<file path="config.mk">
export PLATFORM = sky130hd
export DESIGN_NAME = speed_scan_scheduler
export DESIGN_NICKNAME = d
export VERILOG_FILES = /design/src/rtl/speed_scan_scheduler.sv
export SDC_FILE = /design/constraint.sdc
export NUM_CORES = 1
export LEC_CHECK = 0
export BUFFER_PORTS_ARGS = -buffer_cell sky130_fd_sc_hd__buf_2
export CAP_MARGIN = 20
export CORE_MARGIN = 2
export CORE_UTILIZATION = 50
export DETAILED_ROUTE_END_ITERATION = 16
export HOLD_SLACK_MARGIN = 0.05
export PLACE_DENSITY = 0.77
export SLEW_MARGIN = 15
export SYNTH_ARGS = -nofsm -noshare
export SYNTH_HDL_FRONTEND = slang
export SYNTH_SLANG_ARGS = --single-unit
</file>
<file path="constraint.sdc">
create_clock -name clk -period 2.5 [get_ports clk]
set_input_delay 0.25 -clock clk [delete_from_list [all_inputs] [get_ports clk]]
set_output_delay 0.25 -clock clk [all_outputs]
set_load 0.05 [all_outputs]
</file>
<file path="src/rtl/speed_scan_scheduler.sv">
// speed_scan_scheduler
// Round-robin speed measurement over NCH motor pulse inputs. One synchroniser
// and one rising-edge counter are shared: each enabled channel in turn is
// selected, allowed to settle, gated for WIN_CYCLES clocks, then the edge
// count is published and stored in a per-channel speed table.

module speed_scan_scheduler #(
    parameter int NCH           = 4,
    parameter int CHW           = 2,
    parameter int WIN_CYCLES    = 40000000,
    parameter int SETTLE_CYCLES = 4
) (
    input  logic           clk,
    input  logic           reset,
    input  logic           enable,
    input  logic [NCH-1:0] ch_mask,
    input  logic [NCH-1:0] pulse_in,
    input  logic [CHW-1:0] rd_ch,
    output logic [7:0]     rd_speed,
    output logic [CHW-1:0] cur_ch,
    output logic           win_active,
    output logic           speed_valid,
    output logic [7:0]     speed_out,
    output logic [CHW-1:0] speed_ch,
    output logic           ovf,
    output logic           busy
);

    // Counter widths hold the terminal value (one past the last index).
    localparam int WCW = $clog2(WIN_CYCLES + 1);
    localparam int SCW = $clog2(SETTLE_CYCLES + 1);

    localparam logic [WCW-1:0] WIN_LAST    = WCW'(WIN_CYCLES - 1);
    localparam logic [SCW-1:0] SETTLE_LAST = SCW'(SETTLE_CYCLES - 1);
    localparam logic [CHW-1:0] CH_RESET    = CHW'(NCH - 1);
    localparam logic [8:0]     CNT_SAT     = 9'd256;

    localparam logic [1:0] ST_IDLE    = 2'd0;
    localparam logic [1:0] ST_SELECT  = 2'd1;
    localparam logic [1:0] ST_MEASURE = 2'd2;
    localparam logic [1:0] ST_PUBLISH = 2'd3;

    // Next channel: lowest set mask bit above cur, else lowest set bit overall
    // (which is cur itself when cur is the only set bit).
    function automatic logic [CHW-1:0] next_channel(
        input logic [CHW-1:0] cur,
        input logic [NCH-1:0] mask
    );
        logic [CHW-1:0] above_v;
        logic [CHW-1:0] first_v;
        logic           above_hit_v;
        above_v     = cur;
        first_v     = cur;
        above_hit_v = 1'b0;
        // Scan downwards so the last hit recorded is the lowest index.
        for (int i = NCH - 1; i >= 0; i--) begin
            if (mask[i]) begin
                first_v = CHW'(i);
                if (i > int'(cur)) begin
                    above_v     = CHW'(i);
                    above_hit_v = 1'b1;
                end else begin
                    above_v     = above_v;
                end
            end else begin
                first_v = first_v;
            end
        end
        return above_hit_v ? above_v : first_v;
    endfunction

    logic [1:0]     state_r;
    logic [1:0]     state_nxt_s;
    logic [CHW-1:0] cur_ch_r;
    logic [SCW-1:0] settle_cnt_r;
    logic [WCW-1:0] win_cnt_r;
    logic [8:0]     edge_cnt_r;
    logic [8:0]     edge_cnt_nxt_s;
    logic           sync1_r;
    logic           sync2_r;
    logic           prev_r;
    logic           edge_s;
    logic           pick_ok_s;
    logic [CHW-1:0] next_ch_s;
    logic           publish_s;
    logic [7:0]     table_r [NCH];
    logic [7:0]     rd_speed_s;

    logic           speed_valid_r;
    logic [7:0]     speed_out_r;
    logic [CHW-1:0] speed_ch_r;
    logic           ovf_r;
    logic           win_active_r;
    logic           busy_r;

    assign pick_ok_s = enable & (|ch_mask);
    assign next_ch_s = next_channel(cur_ch_r, ch_mask);
    assign edge_s    = sync2_r & ~prev_r;
    assign publish_s = (state_r == ST_MEASURE) && (state_nxt_s == ST_PUBLISH);

    // Edge count including this cycle's edge; sticks at 256 instead of wrapping.
    always_comb begin
        edge_cnt_nxt_s = edge_cnt_r;
        if ((state_r == ST_MEASURE) && edge_s && (edge_cnt_r != CNT_SAT)) begin
            edge_cnt_nxt_s = edge_cnt_r + 9'd1;
        end else begin
            edge_cnt_nxt_s = edge_cnt_r;
        end
    end

    // Scan sequencer next-state; dropping enable aborts SELECT/MEASURE at once.
    always_comb begin
        state_nxt_s = state_r;
        case (state_r)
            ST_IDLE: begin
                if (pick_ok_s) begin
                    state_nxt_s = ST_SELECT;
                end else begin
                    state_nxt_s = ST_IDLE;
                end
            end
            ST_SELECT: begin
                if (!enable) begin
                    state_nxt_s = ST_IDLE;
                end else if (settle_cnt_r == SETTLE_LAST) begin
                    state_nxt_s = ST_MEASURE;
                end else begin
                    state_nxt_s = ST_SELECT;
                end
            end
            ST_MEASURE: begin
                if (!enable) begin
                    state_nxt_s = ST_IDLE;
                end else if (win_cnt_r == WIN_LAST) begin
                    state_nxt_s = ST_PUBLISH;
                end else begin
                    state_nxt_s = ST_MEASURE;
                end
            end
            ST_PUBLISH: begin
                if (pick_ok_s) begin
                    state_nxt_s = ST_SELECT;
                end else begin
                    state_nxt_s = ST_IDLE;
                end
            end
            default: begin
                state_nxt_s = ST_IDLE;
            end
        endcase
    end

    // State register and channel pointer; the pointer moves only at a pick.
    always_ff @(posedge clk or negedge reset) begin
        if (!reset) begin
            state_r  <= ST_IDLE;
            cur_ch_r <= CH_RESET;
        end else begin
            state_r <= state_nxt_s;
            if (((state_r == ST_IDLE) || (state_r == ST_PUBLISH)) && pick_ok_s) begin
                cur_ch_r <= next_ch_s;
            end
        end
    end

    // Settle/window timers run only inside their phase; edge count clears in SELECT.
    always_ff @(posedge clk or negedge reset) begin
        if (!reset) begin
            settle_cnt_r <= '0;
            win_cnt_r    <= '0;
            edge_cnt_r   <= 9'd0;
        end else begin
            if (state_r == ST_SELECT) begin
                settle_cnt_r <= settle_cnt_r + SCW'(1);
            end else begin
                settle_cnt_r <= '0;
            end
            if (state_r == ST_MEASURE) begin
                win_cnt_r <= win_cnt_r + WCW'(1);
            end else begin
                win_cnt_r <= '0;
            end
            if (state_r == ST_SELECT) begin
                edge_cnt_r <= 9'd0;
            end else if (state_r == ST_MEASURE) begin
                edge_cnt_r <= edge_cnt_nxt_s;
            end
        end
    end

    // Two-flop synchroniser on the selected pin; prev is primed on the last
    // settle cycle so a level already high at select time is not an edge.
    always_ff @(posedge clk or negedge reset) begin
        if (!reset) begin
            sync1_r <= 1'b0;
            sync2_r <= 1'b0;
            prev_r  <= 1'b0;
        end else begin
            sync1_r <= pulse_in[cur_ch_r];
            sync2_r <= sync1_r;
            if (((state_r == ST_SELECT) && (settle_cnt_r == SETTLE_LAST)) ||
                (state_r == ST_MEASURE)) begin
                prev_r <= sync2_r;
            end
        end
    end

    // Result registers load on the edge into PUBLISH and hold until the next one.
    always_ff @(posedge clk or negedge reset) begin
        if (!reset) begin
            speed_valid_r <= 1'b0;
            speed_out_r   <= 8'd0;
            speed_ch_r    <= '0;
            ovf_r         <= 1'b0;
        end else begin
            speed_valid_r <= publish_s;
            if (publish_s) begin
                speed_out_r <= (edge_cnt_nxt_s > 9'd255) ? 8'd255 : edge_cnt_nxt_s[7:0];
                ovf_r       <= (edge_cnt_nxt_s > 9'd255);
                speed_ch_r  <= cur_ch_r;
            end
        end
    end

    // Status flags registered from the next state so they align with the phase.
    always_ff @(posedge clk or negedge reset) begin
        if (!reset) begin
            win_active_r <= 1'b0;
            busy_r       <= 1'b0;
        end else begin
            win_active_r <= (state_nxt_s == ST_MEASURE);
            busy_r       <= (state_nxt_s != ST_IDLE);
        end
    end

    // Speed table is written at the end of PUBLISH, so a same-cycle read sees the old value.
    always_ff @(posedge clk or negedge reset) begin
        if (!reset) begin
            for (int i = 0; i < NCH; i++) begin
                table_r[i] <= 8'd0;
            end
        end else begin
            if (state_r == ST_PUBLISH) begin
                table_r[cur_ch_r] <= speed_out_r;
            end
        end
    end

    // Combinational table read; out-of-range indices read as zero.
    always_comb begin
        rd_speed_s = 8'd0;
        if (int'(rd_ch) < NCH) begin
            rd_speed_s = table_r[rd_ch];
        end else begin
            rd_speed_s = 8'd0;
        end
    end

    assign rd_speed    = rd_speed_s;
    assign cur_ch      = cur_ch_r;
    assign win_active  = win_active_r;
    assign speed_valid = speed_valid_r;
    assign speed_out   = speed_out_r;
    assign speed_ch    = speed_ch_r;
    assign ovf         = ovf_r;
    assign busy        = busy_r;

endmodule

</file>
Word level (Yosys, flattened, before mapping)
Cells that the tools add are included.
W data, S select, Z words.
Word-level totals
  flip-flop bits (word level): 91
  input port bits: 13
  output and inout port bits: 24
  logic and storage cells: 94
Operators by class
  add/sub/neg operators: 3
  $lt $le $gt $ge: 8
  eq/ne operators: 8
  mux-type cells: 37
  bitwise operators: 5
  reduce and logical (&&, ||, !) cells: 15
Operators with widths (count)
  $bwmux W32: 1
  $mux W8: 4
  $mux W2: 14
  $mux W9: 3
  $add A26 B1 Y26 const B: 1
  $eq A26 B26 Y1 const B: 1
  $mux W26: 1
  $bmux W8 S2: 1
  $demux W8 S2: 1
  $add A9 B1 Y9 const B: 1
  $gt A9 B8 Y1 const B: 1
  $mux W1: 9
  $ne A9 B9 Y1 const B: 1
  $eq A2 B2 Y1 const B: 4
  $ge A3 B3 Y1 const B: 2
  $logic_and A1 B1 Y1: 6
  $not A2 Y3: 2
  $pmux W2 S3: 1
  $reduce_bool A5 Y1: 1
  $gt A2 B2 Y1 const A: 2
  $reduce_bool A2 Y1: 2
  $reduce_or A4 Y1: 1
  $add A3 B1 Y3 const B: 1
  $eq A3 B2 Y1 const B: 1
  other kinds (12): 14

Depth between registers and ports, before layout
  word-level depth: 9
  gate-level depth with buffers: 8

Worst setup path after synthesis
OpenSTA, ideal clock, no wires.
  kind: reg-to-reg
  start point: register edge_cnt_r[0]
  end point: register speed_out_r[1], in the netlist speed_out[1]
  setup time: 0.125 ns
  arrival time: 1.960 ns
  data required time: 2.375 ns
  path slack: 0.415 ns
  cell stages (with the launch flop): 8
  buffers on the path: 0
  cell sequence: dfrtp_1 > inv_1 > ha_1 > or4b_4 > o41ai_4 > mux2i_1 > nand2_1 > mux2_4
Between the ends
  word-level cells in the longest chain between the ends: 5
Ends and longest elaborated chain
  start, declared: line 77  | logic [8:0] edge_cnt_r;
  start signal, assigned: line 186  | edge_cnt_r <= edge_cnt_nxt_s;
  parallel branches: the longest is 2 deep, another holds $add A9 B1 Y9
  $mux W9 (*): line 104  | if ((state_r == ST_MEASURE) && edge_s && (edge_cnt_r != CNT_SAT)) begin
  $gt A9 B8 Y1: line 218  | speed_out_r <= (edge_cnt_nxt_s > 9'd255) ? 8'd255 : edge_cnt_nxt_s[7:0];
  $mux W8 (*): line 218
  end signal, assigned: line 218
  end, declared: line 90  | logic [7:0] speed_out_r;
Mark *: on every way between the ends.
A chain may end at the register's enable or synchronous reset.

Worst setup path in the final report
Same ends and word-level chain as after synthesis.

==> metrics.md <==
| Metric | Value |
|---|---|
| Status | finished, final reports clean |
| First-pass GRT wire length | between 10,000 and 15,000 µm |
| WL final | just over 8000 µm |
| Setup bufs post-CTS | 0 |
| Starting Density | 50.8% |
| Crit path kind | flop to flop |
| Post-synthesis sequential area ratio | 49.3% |
| FILL cells | around 760 |
| Slew Limit Fails | 0 |
| GRT Total Usage | ~18% |
| Number of flops mapped to enable cells by yosys | 0 |
| Core Util, Final | 56.2% |
| Via Count | ~2,900 |
| Nets | 443 |
| Fin. Hold Viols | 0 |
| Hold_ws | about 190 ps |
| Worst min-delay path class | input port to flop |
| Mapped Cells | 388 |
| Detailed placement HPWL | 5910 µm |
| Setup Viol. Count Final | 0 |
| Fmax | 444 MHz |
| Final Cell Area | slightly above 5000 µm² |
| Pin count of the biggest net entering global routing | 52 |
| Worst slew pin tran | 771 ps |
| Unique cell type count in the Yosys netlist | 60 |
| Syn avg cell area | roughly 12 µm² |
| # rows | 35 |
| Rel. slew slack | between 40% and 50% |
| RSZ-0062 raised after global routing | no |
| H-tree depth | 3 |
| Slowest stage cell on the critical path | or4b_4 |
| Clock slew at reported path FFs | about 100 ps |
| Placed Area | slightly below 5000 µm² |
| Max_cap viols | 0 |
| Critical Path Sink Type | flop |
| Post-route ant nets | 0 |
| Share of cells above drive strength 1 | a little over a quarter |
| PwrDens | roughly 700 nW/µm² |
| Syn Nets | 409 |
| Post-synth top flop | dfrtp_1 |
| Area grow syn2layout | 10.7% |
| VDD IR max | between 300 and 400 µV |
| WP data arrival | roughly 2500 ps |
| Final period utilization | between 90% and 100% |
| Grt ovf | 0 |
| DRT Pass-1 Iters | 4 |
| ANT cells | 0 |
| Die width | 100 µm |
| CTS Root Cell | clkbuf_8 |
| Die footprint | about 10,000 µm² |
| Crit-path cells | inv_1 -> ha_1 -> or4b_4 -> o41ai_4 -> mux2i_1 -> nand2_1 -> mux2_4 |
| Final Critical Period | roughly 2300 ps |
| Critical Path RT | 2750 ps |
| Crit start category | flop |
| Crit-path max cell delay | approximately 470 ps |
| Maximum fanout along the worst path | 5 |
| CTS Buffer Depth | 2 |
| Chip Height | approximately 100 µm |
| Total core area | between 9000 and 10,000 µm² |
| Clk sink count | 91 |
| CTS tree | built |
| Synth async-reset ratio | 100% |
| Static leakage | around 2.4 nW |
| # DRC | 0 |
| Worst clock skew | 12.9 ps |
| TNS Setup | 0 ps |
| Synthesis Warnings | 0 |
| Ports | 37 |
| IO Port Bufs | 36 |
| Vias in the first global route | ~3,000 |
| Initial antenna violation count | 0 |
| Gpl congestion | about 0.79 |
| Clk_lat worst skew | around 360 ps |
| Synthesized area | 4620 µm² |
| TritonCTS buffer count | 9 |
| Vias/cell | around 5.5 |
| Wirelength per Cell | ~15 µm |
| Initial DRC count | 77 |
| FF+latch count, synth | 91 |
## cell usage after synthesis, types with 4 or more instances
| cell | instances | area, µm² |
|---|---|---|
| a21boi_1 | 7 | 52.6 |
| a21oi_1 | 10 | 50.1 |
| a31oi_1 | 4 | 25.0 |
| and2_1 | 21 | 131 |
| and3_1 | 4 | 25.0 |
| clkbuf_1 | 11 | 41.3 |
| dfrtp_1 | 89 | 2230 |
| ha_1 | 8 | 100 |
| inv_1 | 11 | 41.3 |
| mux2_1 | 11 | 124 |
| mux2_2 | 24 | 270 |
| mux2_4 | 8 | 120 |
| mux2i_1 | 5 | 50.1 |
| mux4_2 | 9 | 203 |
| nand2_1 | 31 | 116 |
| nand3_1 | 7 | 35.0 |
| nand4_1 | 9 | 56.3 |
| nor2_1 | 10 | 37.5 |
| nor2b_1 | 6 | 37.5 |
| nor3_1 | 12 | 60.1 |
| o21ai_1 | 11 | 55.1 |
| or3_1 | 7 | 43.8 |
| xnor2_1 | 12 | 105 |
| xor2_1 | 13 | 114 |
## repair_timing
action | in CTS | in global routing
resized for setup | 0 | 0
endpoints found under the hold margin | 40 | 0
hold buffers | 1 | 0
## worst max-delay path, delay by kind of cell (launching register included)
family / cells / cell delay, ps
AND/OR/NAND/NOR: 2 / 540
multiplexers: 2 / 530
flip-flops: 1 / 410
AO/OA/AOI/OAI: 1 / 370
adder cells (fa/ha/maj): 1 / 150
buffers and inverters: 1 / 140
## cell families after synthesis
group,count (synthesis),synth area share (%)
AOI/OAI and AO/OA,42,6.22
xor gates and xnor gates,26,5.09
adders and majority gates,8,2.16
buffers and inverters,32,3.65
DFF,91,49.3
muxes,57,16.6
and+or+nand+nor,132,17.0
## report_power, final
| group | leakage (nW) | switching [mW] | internal [mW] |
|---|---|---|---|
| registers | 1.24 | 0.142 | 1.60 |
| clock network | 0.115 | 0.531 | 0.603 |
| logic | 1.08 | 0.447 | 0.250 |
| total | 2.44 | 1.12 | 2.45 |
## stage by stage
step,std cells,power (mW),worst slack [ps]
after global routing,538,3.75,84.5
after global placement,521,2.44,354
after CTS,538,3.60,236
final,538,3.57,247
after detailed placement,521,2.46,251
after floorplan,388,2.27,415
## cell type report
| class | count | area, µm² | area share [%] |
|---|---|---|---|
| Sequential cell | 91 | 2280 | 44.5 |
| Clock inverter | 6 | 96.3 | 1.88 |
| Multi-Input combinational cell | 265 | 2180 | 42.5 |
| Tap cell | 111 | 139 | 2.71 |
| Clock buffer | 10 | 138 | 2.69 |
| Inverter | 13 | 48.8 | 0.953 |
| Timing Repair Buffer | 42 | 243 | 4.74 |
## path summary, 6_finish.rpt
path / cells after the start / from / end / slack, ps
worst min register to register: 0 / sync1_r$_DFF_PN0_ / sync2_r$_DFF_PN0_ / 360
max in group asynchronous: 3 / reset / cur_ch[0]$_DFFE_PN1P_ / 1400
worst min-delay path: 2 / enable / busy$_DFF_PN0_ / 190
worst max-delay path: 7 / edge_cnt_r[0]$_DFFE_PN0P_ / speed_out[1]$_DFFE_PN0P_ / 250
min in group asynchronous: 2 / reset / table_r[30]$_DFFE_PN0P_ / 410
worst max register to register: 7 / edge_cnt_r[0]$_DFFE_PN0P_ / speed_out[1]$_DFFE_PN0P_ / 250
## state kept, by name (all words and copies together) (netlist names)
signal	flops
speed_ch	2
state_r	2
busy	1
prev_r	1
speed_valid	1
win_cnt_r	26
ovf	1
sync1_r	1
edge_cnt_r	9
win_active	1
cur_ch	2
table_r	32
speed_out	8
settle_cnt_r	3
sync2_r	1
## metal layers
layer | track usage [%] | vias up | part of all wire (%)
li1 | - | 1452 | -
met1 | 22.8 | 1448 | 47
met2 | 30.1 | 41 | 50
met3 | 4.32 | 7 | 2.8
met4 | 4.53 | 0 | 0.92
met5 | 0 | - | 0
## cell usage in the layout, fill, tap and decap left out, types with 11 or more instances in the layout
cell and instances:
dfrtp_1 89, o21ai_1 11, and2_1 21, nor3_1 12, xor2_1 13, xnor2_1 12, mux2_2 24, inv_1 11
mux2_1 11, nand2_1 31, buf_2 35
(Power assumes the default switching activity.)
